File: src/rtl/seq_reg_decoder.sv
// seq_reg_decoder: sequence register latch with extend/interrupt-force control and one-hot decodes.
// Define SEQ_REG_INDEX_EN to add the INDEX_VAL port and index the loaded word by it.
module seq_reg_decoder #(
    parameter int WORD_W   = 16,
    parameter int SQ_W     = 3,
    parameter int QC_W     = 2,
    parameter int RUPT_OPC = 0
) (
    input  logic                        SIM_CLK,
    input  logic                        SIM_RST,
    input  logic                        GOJAM,
    input  logic                        NISQ,
    input  logic                        T12,
    input  logic [WORD_W-1:0]           WL,
    input  logic                        EXTPLS,
    input  logic                        INHPLS,
    input  logic                        RELPLS,
    input  logic                        RESUME,
    input  logic                        RUPT_REQ,
`ifdef SEQ_REG_INDEX_EN
    input  logic [WORD_W-1:0]           INDEX_VAL,
`endif
    output logic [SQ_W-1:0]             SQ,
    output logic [QC_W-1:0]             QC,
    output logic                        SQR10,
    output logic                        SQEXT,
    output logic                        FUTEXT,
    output logic                        INHINT,
    output logic                        IIP,
    output logic                        RPTFRC,
    output logic                        LOADED,
    output logic [2**(SQ_W+1)-1:0]      OPDEC,
    output logic [2**QC_W-1:0]          QCDEC
);
    localparam int HDR_W = SQ_W + QC_W + 1;
    localparam int OD_W  = 2**(SQ_W+1);
    localparam int QD_W  = 2**QC_W;

    generate
        if (HDR_W > WORD_W) begin : g_bad_params
            $error("seq_reg_decoder: SQ_W+QC_W+1 must not exceed WORD_W");
        end
    endgenerate

    logic [WORD_W-1:0] w;
    logic [HDR_W-1:0]  hdr;
    logic              load;
    logic              frc;

`ifdef SEQ_REG_INDEX_EN
    assign w = WL + INDEX_VAL;
`else
    assign w = WL;
`endif
    // Only the top HDR_W bits of the word carry instruction fields.
    assign hdr  = HDR_W'(w >> (WORD_W - HDR_W));
    assign load = NISQ & T12;
    assign frc  = load & RUPT_REQ & ~INHINT & ~IIP & ~FUTEXT;

    always_ff @(posedge SIM_CLK) begin
        if (SIM_RST || GOJAM) begin
            SQ     <= '0;
            QC     <= '0;
            SQR10  <= 1'b0;
            SQEXT  <= 1'b0;
            FUTEXT <= 1'b0;
            IIP    <= 1'b0;
            INHINT <= 1'b1;
            RPTFRC <= 1'b0;
            LOADED <= 1'b0;
        end else begin
            INHINT <= INHPLS | (INHINT & ~RELPLS);
            IIP    <= frc | (IIP & ~RESUME);
            RPTFRC <= frc;
            LOADED <= load;
            FUTEXT <= load ? EXTPLS : (FUTEXT | EXTPLS);
            if (frc) begin
                SQ    <= SQ_W'(RUPT_OPC);
                QC    <= '0;
                SQR10 <= 1'b0;
                SQEXT <= 1'b0;
            end else if (load) begin
                SQ    <= hdr[HDR_W-1 -: SQ_W];
                QC    <= hdr[QC_W:1];
                SQR10 <= hdr[0];
                SQEXT <= FUTEXT;
            end
        end
    end

    assign OPDEC = {{(OD_W-1){1'b0}}, 1'b1} << {SQEXT, SQ};
    assign QCDEC = {{(QD_W-1){1'b0}}, 1'b1} << QC;
endmodule

File: config.mk
export PLATFORM = sky130hd
export DESIGN_NAME = seq_reg_decoder
export DESIGN_NICKNAME = d
export VERILOG_FILES = /design/src/rtl/seq_reg_decoder.sv
export SDC_FILE = /design/constraint.sdc
export NUM_CORES = 1
export LEC_CHECK = 0
export ABC_CLOCK_PERIOD_IN_PS = 1210
export CAP_MARGIN = 20
export CORE_UTILIZATION = 28
export CTS_CLUSTER_DIAMETER = 40
export DETAILED_ROUTE_END_ITERATION = 8
export GPL_ROUTABILITY_DRIVEN = 0
export PLACE_DENSITY_LB_ADDON = 0.08
export SKIP_LAST_GASP = 1
export SYNTH_ARGS = -nofsm -noshare
export SYNTH_HDL_FRONTEND = slang
export SYNTH_SLANG_ARGS = --single-unit
File: constraint.sdc
create_clock -name SIM_CLK -period 1.21 [get_ports SIM_CLK]
set_input_delay 0.242 -clock SIM_CLK [delete_from_list [all_inputs] [get_ports SIM_CLK]]
set_output_delay 0.242 -clock SIM_CLK [all_outputs]
set_load 0.01 [all_outputs]
==> impl_metrics.yaml <==
power:
  leakagePower_nw: 0.543
  power.density_nw_per_um2: 736
  worst_ir_drop_vdd_mv: 0.647
  totalPowerFinal_mw: 0.867
placed_design:
  portBuffers: 47
  placed_area_um2: 1130
  place_ws_ns: -0.322
  place_inst: 156
  hpwl_mm: 1.37
outcome:
  violations: "setup timing"
  status: "finished with violations"
synth:
  synthArstFlopShare_pct: 0
  synthCells: 76
  ys_ff_latch: 12
  ys_seq_area_share_pct: 41.0
  synth-edff-count: 0
  synth_cell_types: 17
  synth_area_leaders: "dfxtp_1, nand2_1, nor2_1, a21oi_2, nand2b_1"
  avgSynthCellArea_um2: 7.70
  synth_top_area_cell: "dfxtp_1"
  yosysMostFrequentCell: "nand2_1"
  post-synth-top-area-fraction_pct: 41.0
  ys.flop_type: "dfxtp_1"
  yosys_warnings: 0
  syn_area_um2: 586
  synth_fp_nets: 102
  synthTopCellsByCount: "nand2_1, nor2_1, dfxtp_1, a21oi_2, nor3_1"
sta:
  post-route-worst-setup-slack_ns: -0.135
  skew_ns: 0.000617
  finalHoldViolations: 0
  worst_pin_slew_ns: 0.317
  slew_headroom_pct: 78.8
  whs_ns: 0.465
  min_period_over_period_pct: 111
  fmax_ghz: 0.743
  setup_violations: 16
  finalSetupTns_ns: -1.60
  rsz0062_at_grt: "true"
  period_needed_ns: 1.35
  finalMaxSlewViolations: 0
finish:
  drive_above_1_share_pct: 49.6
  area_growth_pct: 101
  utilization_pct: 60.1
  n_fill_cell: 208
  final_cell_count_no_fill: 162
  fin_nets: 162
  n_antenna_cell: 0
  stdcell_area_um2: 1180
clocking:
  numCtsBuffers: 3
  clock_path_buffers: 2
  root_buffer: "clkbuf_4"
  path_clk_slew_ns: 0.07
  clock_sinks: 12
  hold_buffers: 0
  htree_levels: 1
  tritoncts: "yes"
  clk-insertion-delay-late_ns: 0.27
route:
  antenna_left: 0
  initialDrtViolationCount: 12
  first_pass_iters: 4
  vias: 733
  drcViolationCount: 0
  wl_per_cell_um: 11.6
  viasPerCell: 4.52
  postRouteWirelength_mm: 1.87
die:
  fp.dieW_um: 47.7
  die_h_um: 47.7
  start_util_pct: 29.8
  top_level_ports: 58
  core_area_um2: 1960
  num_rows: 16
  die_area_um2: 2280
setup_path:
  worstPathRequired_ns: 0.97
  cp_num_buf_inv: 2
  r2r_end: "SQ[1]"
  end_kind: "primary output"
  path_class: "reg -> out"
  r2r_slack_ns: 0.13
  cp_slowest_cell: "dfxtp_4"
  cp-endpoint: "OPDEC[4]"
  path_cells: "buf_6, nand2b_4, nor3_2, buf_2"
  startpoint: "SQ[2]"
  crit_arrival_ns: 1.10
  cp.depth: 4
  crit_path_max_fanout: 7
  timing.rr.start: "FUTEXT"
  ff2ff_path_depth: 4
  critPathLaunchType: "flop"
  path_delay_family: "flip-flops"
  cp_slowest_stage_delay_ns: 0.40
hold_path:
  hold_class: "reg -> reg"
global_route:
  grt_pass1_vias: 623
  gr-total-overflow: 0
  grtUsageTotal_pct: 17.6
  antenna_found_initial: 0
  grt_pass1_wl_mm: 2.80
  grt_max_degree: 10
flow_run:
  max_cap_viol_count: 0
[area by class of cell]
cell class	count	area (um2)	area share (%)
timing repair buffer	57	443	37.6
multi-input combinational	60	398	33.8
sequential	12	260	22.1
clock buffer	4	36.3	3.08
tap	27	33.8	2.87
inverter	2	7.51	0.637
[routing by layer]
| metal | wire length (um) | part of all wire, % | GRT usage, % |
|---|---|---|---|
| met3 | 158 | 8.4 | 5.66 |
| met2 | 938 | 50 | 30.5 |
| met4 | 9 | 0.48 | 1.67 |
| met1 | 767 | 41 | 22.1 |
| met5 | 0 | 0 | 0 |
[state kept, by name (all words and copies together), names as in the netlist]
| name | flops |
|---|---|
| SQ | 3 |
| QC | 2 |
| FUTEXT | 1 |
| IIP | 1 |
| INHINT | 1 |
| LOADED | 1 |
| RPTFRC | 1 |
| SQEXT | 1 |
| SQR10 | 1 |
[cells by family after synthesis]
| kind of cell | count (synthesis) | synth area share, % |
|---|---|---|
| compound gates | 11 | 16.7 |
| simple gates | 49 | 37.8 |
| flops | 12 | 41.0 |
| buf+inv | 4 | 4.49 |
[worst min-delay path: cells and delay by family (launching register included)]
| kind | cells | cell delay [ns] |
|---|---|---|
| flops | 1 | 0.31 |
| simple gates | 1 | 0.06 |
| compound gates | 1 | 0.05 |
[worst min path at each step]
| stage | slack (ns) | cells past startpoint | to | startpoint |
|---|---|---|---|---|
| 2_1_floorplan | 0.34 | 1 | INHINT | INHPLS |
| 3_3_place_gp | 0.45 | 2 | SQR10 | SQR10 |
| 3_5_place_dp | 0.46 | 2 | SQR10 | SQR10 |
| 4_1_cts | 0.47 | 2 | SQR10 | SQR10 |
| 5_1_grt | 0.50 | 2 | SQR10 | SQR10 |
| 6_report | 0.47 | 2 | SQR10 | SQR10 |
[power breakdown]
group          leakage (nW)  switching [mW]  internal (mW)
Combinational         0.421          0.0612         0.0892
Sequential            0.102         0.00982          0.394
Clock                0.0210           0.130          0.183
Total                 0.543           0.201          0.666
[layout by cell type (no fill, tap or decap), drive strengths merged]
| cell type | count |
|---|---|
| a211o | 1 |
| a21oi | 9 |
| a41o | 1 |
| and2 | 2 |
| buf | 33 |
| clkbuf | 4 |
| clkdlybuf4s15 | 1 |
| clkdlybuf4s50 | 15 |
| dfxtp | 12 |
| dlygate4sd2 | 8 |
| inv | 2 |
| nand2 | 17 |
| nand2b | 5 |
| nand4 | 1 |
| nor2 | 14 |
| nor2b | 2 |
| nor3 | 6 |
| nor4 | 1 |
| or2 | 1 |
[repair_timing]
item,in CTS,in global routing
gates resized for setup,125,12
setup buffers,2,0
endpoints found under the setup margin,32,19
pin swaps,0,3
(Power assumes the default switching activity.)
